$ cat src/rtl/ula_mdu_sequencer_pkg.sv
// Shared definitions for the M-extension sequencer: op codes, FSM states and width defaults.
package ula_mdu_sequencer_pkg;

  localparam int MDU_XLEN  = 64;
  localparam int MDU_CNT_W = 7;

  typedef enum logic [1:0] {
    MDU_MUL  = 2'b00,
    MDU_DIVU = 2'b01,
    MDU_REMU = 2'b10,
    MDU_RSVD = 2'b11
  } mdu_op_e;

  typedef enum logic [1:0] {
    ST_IDLE,
    ST_MUL,
    ST_DIV,
    ST_DONE
  } mdu_state_e;

  // RISC-V defines division by zero: quotient is all ones, remainder is the dividend.
  function automatic logic [MDU_XLEN-1:0] div_by_zero_result(mdu_op_e op, logic [MDU_XLEN-1:0] a);
    return (op == MDU_DIVU) ? '1 : a;
  endfunction

endpackage

$ cat src/rtl/ula_mdu_sequencer_if.sv
// Request/response valid-ready bus between the execute stage and the MDU sequencer.
interface ula_mdu_sequencer_if
  import ula_mdu_sequencer_pkg::*;
#(
  parameter int XLEN = MDU_XLEN
);

  logic            req_valid;
  logic            req_ready;
  logic [1:0]      req_op;
  logic [XLEN-1:0] req_a;
  logic [XLEN-1:0] req_b;
  logic            resp_valid;
  logic            resp_ready;
  logic [XLEN-1:0] resp_data;

  modport master (
    output req_valid, req_op, req_a, req_b, resp_ready,
    input  req_ready, resp_valid, resp_data
  );

  modport slave (
    input  req_valid, req_op, req_a, req_b, resp_ready,
    output req_ready, resp_valid, resp_data
  );

endinterface

$ cat src/rtl/ula_mdu_sequencer.sv
// Multi-cycle MUL/DIVU/REMU sequencer that drives the shared ula one add or subtract per cycle.
// acc_q/a_q/b_q hold acc/mcand/mplier for MUL and rem/quo/divisor for DIVU/REMU.
module ula_mdu_sequencer
  import ula_mdu_sequencer_pkg::*;
#(
  parameter int XLEN  = MDU_XLEN,
  parameter int CNT_W = MDU_CNT_W
) (
  input  logic                clk,
  input  logic                rst_n,
  ula_mdu_sequencer_if.slave  bus,
  output logic [XLEN-1:0]     ula_s1,
  output logic [XLEN-1:0]     ula_s2,
  output logic                ula_sub,
  input  logic [XLEN-1:0]     ula_res
);

  mdu_state_e       state_q;
  mdu_op_e          op_q;
  logic [CNT_W-1:0] cnt_q;
  logic [XLEN-1:0]  acc_q, a_q, b_q;
  logic [XLEN-1:0]  acc_nxt, a_nxt, b_nxt;
  logic [XLEN-1:0]  shr;
  logic             take;
  logic             req_ready_q, resp_valid_q;
  logic [XLEN-1:0]  resp_data_q;
  mdu_op_e          req_op;

  assign req_op         = mdu_op_e'(bus.req_op);
  assign bus.req_ready  = req_ready_q;
  assign bus.resp_valid = resp_valid_q;
  assign bus.resp_data  = resp_data_q;

  // Restoring-division step: a carry out of the shifted remainder always means it exceeds b.
  assign shr  = {acc_q[XLEN-2:0], a_q[XLEN-1]};
  assign take = acc_q[XLEN-1] | (shr >= b_q);

  // The ula is only driven while iterating, so the parent can reuse it otherwise.
  always_comb begin
    ula_s1  = '0;
    ula_s2  = '0;
    ula_sub = 1'b0;
    case (state_q)
      ST_MUL: begin
        ula_s1 = acc_q;
        ula_s2 = a_q;
      end
      ST_DIV: begin
        ula_s1  = shr;
        ula_s2  = b_q;
        ula_sub = 1'b1;
      end
      default: ;
    endcase
  end

  always_comb begin
    acc_nxt = acc_q;
    a_nxt   = a_q;
    b_nxt   = b_q;
    case (state_q)
      ST_MUL: begin
        if (b_q[0]) acc_nxt = ula_res;
        a_nxt = a_q << 1;
        b_nxt = b_q >> 1;
      end
      ST_DIV: begin
        acc_nxt = take ? ula_res : shr;
        a_nxt   = {a_q[XLEN-2:0], take};
      end
      default: ;
    endcase
  end

  always_ff @(posedge clk or negedge rst_n) begin
    if (!rst_n) begin
      state_q      <= ST_IDLE;
      op_q         <= MDU_MUL;
      cnt_q        <= '0;
      acc_q        <= '0;
      a_q          <= '0;
      b_q          <= '0;
      req_ready_q  <= 1'b1;
      resp_valid_q <= 1'b0;
      resp_data_q  <= '0;
    end else begin
      case (state_q)
        ST_IDLE: begin
          if (bus.req_valid) begin
            op_q        <= req_op;
            cnt_q       <= CNT_W'(XLEN - 1);
            acc_q       <= '0;
            a_q         <= bus.req_a;
            b_q         <= bus.req_b;
            req_ready_q <= 1'b0;
            case (req_op)
              MDU_MUL: state_q <= ST_MUL;
              MDU_DIVU, MDU_REMU: begin
                if (bus.req_b == '0) begin
                  resp_data_q  <= div_by_zero_result(req_op, bus.req_a);
                  resp_valid_q <= 1'b1;
                  state_q      <= ST_DONE;
                end else begin
                  state_q <= ST_DIV;
                end
              end
              default: begin
                resp_data_q  <= '0;
                resp_valid_q <= 1'b1;
                state_q      <= ST_DONE;
              end
            endcase
          end
        end
        ST_MUL, ST_DIV: begin
          acc_q <= acc_nxt;
          a_q   <= a_nxt;
          b_q   <= b_nxt;
          cnt_q <= cnt_q - CNT_W'(1);
          if (cnt_q == '0) begin
            if (state_q == ST_MUL)       resp_data_q <= acc_nxt;
            else if (op_q == MDU_REMU)   resp_data_q <= acc_nxt;
            else                         resp_data_q <= a_nxt;
            resp_valid_q <= 1'b1;
            state_q      <= ST_DONE;
          end
        end
        ST_DONE: begin
          if (bus.resp_ready) begin
            resp_valid_q <= 1'b0;
            req_ready_q  <= 1'b1;
            state_q      <= ST_IDLE;
          end
        end
        default: state_q <= ST_IDLE;
      endcase
    end
  end

endmodule
$ cat src/flat_wrapper.sv
// flat-port wrapper written by rule: the top's interface ports become plain ports
module ula_mdu_sequencer_flat import ula_mdu_sequencer_pkg::*;
#(
  parameter int XLEN  = MDU_XLEN,
  parameter int CNT_W = MDU_CNT_W
)
  (clk, rst_n, ula_s1, ula_s2, ula_sub, ula_res, bus_req_valid, bus_req_op, bus_req_a, bus_req_b, bus_resp_ready, bus_req_ready, bus_resp_valid, bus_resp_data);
  ula_mdu_sequencer_if #(.XLEN(XLEN)) bus_i ();
  input  logic clk;
  input  logic rst_n;
  output logic [XLEN-1:0] ula_s1;
  output logic [XLEN-1:0] ula_s2;
  output logic ula_sub;
  input  logic [XLEN-1:0] ula_res;
  input wire logic [$bits(bus_i.req_valid)-1:0] bus_req_valid;
  input wire logic [$bits(bus_i.req_op)-1:0] bus_req_op;
  input wire logic [$bits(bus_i.req_a)-1:0] bus_req_a;
  input wire logic [$bits(bus_i.req_b)-1:0] bus_req_b;
  input wire logic [$bits(bus_i.resp_ready)-1:0] bus_resp_ready;
  output wire logic [$bits(bus_i.req_ready)-1:0] bus_req_ready;
  output wire logic [$bits(bus_i.resp_valid)-1:0] bus_resp_valid;
  output wire logic [$bits(bus_i.resp_data)-1:0] bus_resp_data;
  assign bus_i.req_valid = bus_req_valid;
  assign bus_i.req_op = bus_req_op;
  assign bus_i.req_a = bus_req_a;
  assign bus_i.req_b = bus_req_b;
  assign bus_i.resp_ready = bus_resp_ready;
  assign bus_req_ready = bus_i.req_ready;
  assign bus_resp_valid = bus_i.resp_valid;
  assign bus_resp_data = bus_i.resp_data;
  ula_mdu_sequencer #(.XLEN(XLEN), .CNT_W(CNT_W)) u_core (.clk(clk), .rst_n(rst_n), .bus(bus_i), .ula_s1(ula_s1), .ula_s2(ula_s2), .ula_sub(ula_sub), .ula_res(ula_res));
endmodule
$ cat config.mk
export PLATFORM = sky130hd
export DESIGN_NAME = ula_mdu_sequencer_flat
export DESIGN_NICKNAME = d
export VERILOG_FILES = /design/src/rtl/ula_mdu_sequencer_pkg.sv /design/src/rtl/ula_mdu_sequencer_if.sv /design/src/rtl/ula_mdu_sequencer.sv /design/src/flat_wrapper.sv
export SDC_FILE = /design/constraint.sdc
export NUM_CORES = 1
export LEC_CHECK = 0
export ABC_AREA = 1
export BUFFER_PORTS_ARGS = -buffer_cell sky130_fd_sc_hd__buf_2
export CORE_MARGIN = 4
export CORE_UTILIZATION = 50
export CTS_BUF_LIST = sky130_fd_sc_hd__clkbuf_8
export CTS_CLUSTER_DIAMETER = 100
export CTS_CLUSTER_SIZE = 24
export DETAILED_ROUTE_END_ITERATION = 10
export GPL_TIMING_DRIVEN = 0
export PLACE_DENSITY = 0.74
export SLEW_MARGIN = 30
export SYNTH_ARGS = -nofsm -noshare
export SYNTH_HDL_FRONTEND = slang
export SYNTH_SLANG_ARGS = --single-unit
$ cat constraint.sdc
create_clock -name clk -period 3.6 [get_ports clk]
set_input_delay 0.18 -clock clk [delete_from_list [all_inputs] [get_ports clk]]
set_output_delay 0.18 -clock clk [all_outputs]
set_load 0.03 [all_outputs]
==> results.txt <==
The H-tree level count came out at 1. The number of instances in the placed design is 3,580. In this run the worst path has a maximum fanout of 10.

In this run the cell area measured after placement is 0.02114 mm2. The cell depth of the worst min-delay path is 5, and the met2 track demand over resource is 58.74%. The number of buffers on the longest clock path was 3; the per-instance average area after synthesis was 6.808 um2. The critical path is of the flip-flop to primary output type.

Startpoint of the lowest-slack hold path: bus_req_b[39]. For the placed wire-length estimate after detailed placement, the log shows 56.36 mm. The prevailing post-synth register cell is sky130_fd_sc_hd__dfrtp_1.

Data on the critical path is required at its endpoint by 3.42 ns. The worst path in the final design needs a cycle of 3.517 ns, including I/O delays and setup. After floorplanning, the core was sized to cover 0.03652 mm2. The combined area of the multi-input logic cells came out at 0.009334 mm2.

For the max-slew headroom at the worst pin, the log shows 32.14%. The run gives 50.65% as the starting density of the core. The final wirelength is 75.71 mm. TritonCTS built the clock tree. After routing the design area is 0.02271 mm2.

Entering global routing, the biggest net connects 77 pins. The number of hold violations in the final report was 0; the number of global-route vias before repair was 20.99k. The share of async-settable or async-resettable flops after synthesis is 100.0%. The floorplan die height came out at 200.3 um. The met1 global-route usage was 48.34%; the total iterations of the first detailed-routing run was 9. Dividing total power by cell area gives a power density of 1085 mW/mm2.

The total overflow left after global routing is 0. The ratio of cells with drive above 1 in the final layout works out to 16.13%. The tools report the startpoint of the worst register-to-register path as u_core.state_q[1].

Clock latency on the worst-skew pair, taken at its later pin, is 0.58 ns. Number of maximum-capacitance violations: 0. The netlist uses 34 different library cells. For this design the static power due to leakage is 12.29 nW. After detailed routing, the average wire length per cell comes to 20.30 um.

The flow ran to the end, and the final reports show no timing, DRC or antenna violations. Capturing element type of the critical path: a primary output. The number of ports placed on the die boundary is 393, and the final clock period utilization by the worst path is 97.70%. For this run, design rule violations remaining after detail routing come to 0. Sequential elements use 36.40% of the synthesized area. For the pin with the worst max-slew slack, the measured transition is 1.015 ns. For the synthesized netlist net count, the log shows 2,990.

The logs give 0.9881 for the routability congestion estimate from global placement and 0.006733 mm2 for the register cell area after layout. The library cell used most frequently in the layout, excluding fill and tap cells, is sky130_fd_sc_hd__nand2_1. Setup repair after global routing left no endpoint under its margin. For the number of pins with negative max-slew slack in the final report, the log shows 0.

After clock tree synthesis, the clock-pin slew on the worst setup and hold paths is 0.16 ns. Registers are responsible for 21.3% of the overall power. The finished layout holds 3,730 standard cells, fillers aside. The synthesized design contains 269 register bits. The run gives 0 as the count of warnings emitted by yosys. The switching power is 14.66 mW. Combinational logic is responsible for 72.8% of the overall power. Once layout is complete, the utilization of the core stands at 62.18%. The first global-routing pass estimated 116.7 mm of wire. The number of port buffers works out to 392.

For the internal power contribution, the log shows 9.989 mW. The endpoint identified for the worst register-to-register timing path is u_core.bus.resp_data[47]. The worst hold path terminates at u_core.b_q[39].

The overall via count from detail_route came out at 21.69k. At the worst endpoint, the arrival time is 3.34 ns. STA classifies the critical path startpoint as a flip-flop. The minimum setup slack among reg-to-reg paths was 0.39 ns. Fill cells in the final layout number 3,475. For this run, the top clock speed supported by timing is 284.3 MHz. The die is 200.3 um wide. The repair_antennas step left the layout with diodes totalling 0.

Dividing the detail-routed via count by the number of cells gives 5.816. For the worst flop-to-flop path, the logic depth is 10. The count of nets left with antenna violations once routing finished came out at 0.

Clock skew on the completed layout was measured at 0.02497 ns. The run gives 5.9% as the clock network power share. The net total in the final layout is 3,534. The tools report the number of antenna violations at the first check in global routing as 0.

The tools report the worst voltage drop across the vdd grid as 0.6580 mV. The cell sitting at the root of the clock tree is a sky130_fd_sc_hd__clkbuf_8. For the TritonCTS sink count, the log shows 269. Across every metal layer, demand over resource in global routing totals 36.02%.

Switching portion of total power: 59.47%. Total number of placement rows: 70. Type of the worst min-delay path: input port to flip-flop. Leaving out fill and tap cells, the most frequent cells in the layout are sky130_fd_sc_hd__nand2_1 (665), sky130_fd_sc_hd__buf_2 (420), sky130_fd_sc_hd__inv_1 (366). The synthesis-to-finish area growth came out at 22.76%. The run gives 2,717 as the synthesized instance count. The number of CTS-inserted buffers was 15. In this run, synthesis inferred 0 flip-flops with an integrated enable. For this block, the initial DRC count from the detailed router was 2,544. The met3 demand-to-capacity share in global routing is 5.423%. The most utilized layer in the global route result was met2. The total of endpoints with negative setup slack in the final report is 0.

After synthesis the cells add up to 0.01850 mm2. The area of the die was 0.04014 mm2.
==> power by group through the flow <==
stage | combinational [mW] | clock (mW) | sequential, mW
after floorplan | 11.2 | 0 | 5.85
after global placement | 16.9 | 0 | 5.24
after detailed placement | 17.3 | 0 | 5.29
after CTS | 17.5 | 1.48 | 5.22
after global routing | 19.6 | 1.57 | 5.38
final | 17.9 | 1.46 | 5.25
==> worst max-delay path, cell delays in order, from the launching register on <==
cell	delay, ns
sky130_fd_sc_hd__dfrtp_1	0.42
sky130_fd_sc_hd__inv_1	0.14
sky130_fd_sc_hd__ha_1	0.18
sky130_fd_sc_hd__clkbuf_2	0.50
sky130_fd_sc_hd__nand2_1	0.21
sky130_fd_sc_hd__clkbuf_2	0.40
sky130_fd_sc_hd__buf_1	0.34
sky130_fd_sc_hd__o22ai_1	0.32
sky130_fd_sc_hd__buf_2	0.26
==> how the worst max path moves through the flow <==
stage / cells after the start / to / startpoint / slack, ns
CTS: 9 / ula_s1[33] / u_core.state_q[0] / 0.07
floorplan: 7 / ula_s2[58] / u_core.state_q[0] / 1.23
detailed placement: 9 / ula_s1[33] / u_core.state_q[0] / -0.15
finish: 8 / ula_s1[18] / u_core.state_q[1] / 0.08
global route: 9 / ula_s1[45] / u_core.state_q[0] / 0.01
global placement: 1 / u_core.bus.resp_data[40] / rst_n / -2.95
==> sequential cells by signal, summed over array words and instances (netlist names) <==
| name | cells |
|---|---|
| u_core.bus.resp_data | 64 |
| u_core.state_q | 2 |
| u_core.bus.req_ready | 1 |
| u_core.bus.resp_valid | 1 |
| u_core.cnt_q | 7 |
| u_core.b_q | 64 |
| u_core.acc_q | 64 |
| u_core.a_q | 64 |
| u_core.op_q | 2 |
==> what timing repair did <==
item	4_1_cts	5_1_grt
endpoints found under the hold margin	220	0
gates cloned	0	0
setup endpoints to repair	127	30
resized for setup	9	3
hold buffers	132	0
buffers inserted	0	0
==> metrics by stage <==
step	setup TNS (ns)	setup slack, ns	hold slack [ns]	total power, mW
detailed placement	-2.798	-0.1501	0.1586	22.62
global route	0	0.009508	0.08352	26.56
floorplan	0	1.235	-0.1156	17.09
finish	0	0.08287	0.03948	24.65
global placement	-788.14	-2.950	0.4580	22.19
CTS	0	0.06600	0.004316	24.24
==> area by class of cell <==
type / instances / share of cell area, %
tap: 468 / 2.579
clock inverter: 3 / 0.1102
buffer: 192 / 3.807
sequential: 269 / 29.65
timing repair buffer: 527 / 14.87
inverter: 422 / 6.976
multi-input combinational: 1834 / 41.10
clock buffer: 15 / 0.9091
==> kinds of logic (layout without fill, tap and decap cells) <==
group                      after synthesis  after routing  share of synthesized area (%)
and+or+nand+nor                       1070           1070                          24.01
buffers and inverters                  614           1159                          13.16
DFF                                    269            269                          36.40
adders and majority gates               75             75                          5.073
AOI/OAI and AO/OA                      689            689                          21.36
==> metal layers <==
layer / routed length [um] / part of all wire [%]
met5: 0 / 0
met1: 30310 / 40
met4: 3425 / 4.5
met2: 34460 / 46
met3: 7511 / 9.9
==> cells in the mapped netlist, types with 5 or more instances <==
cell type                    n  share of area [%]
sky130_fd_sc_hd__nand2_1   666                 14
sky130_fd_sc_hd__inv_1     366                7.4
sky130_fd_sc_hd__dfrtp_1   268                 36
sky130_fd_sc_hd__nand3_1   267                7.2
sky130_fd_sc_hd__a21oi_1   218                5.9
sky130_fd_sc_hd__o21ai_0   210                5.7
sky130_fd_sc_hd__clkbuf_1  116                2.4
sky130_fd_sc_hd__nor2_1    101                2.0
sky130_fd_sc_hd__ha_1       75                5.1
sky130_fd_sc_hd__o22ai_1    65                2.2
sky130_fd_sc_hd__o221ai_1   64                3.0
sky130_fd_sc_hd__o211ai_1   62                2.5
sky130_fd_sc_hd__o21ai_1    59                1.6
sky130_fd_sc_hd__inv_2      55                1.1
sky130_fd_sc_hd__buf_1      34               0.69
sky130_fd_sc_hd__buf_2      28               0.76
sky130_fd_sc_hd__nor4_1     16               0.54
sky130_fd_sc_hd__buf_6      11               0.67
sky130_fd_sc_hd__nand4_1     9               0.30
sky130_fd_sc_hd__nor3_1      5               0.14
Power figures use the tool's default switching activity.
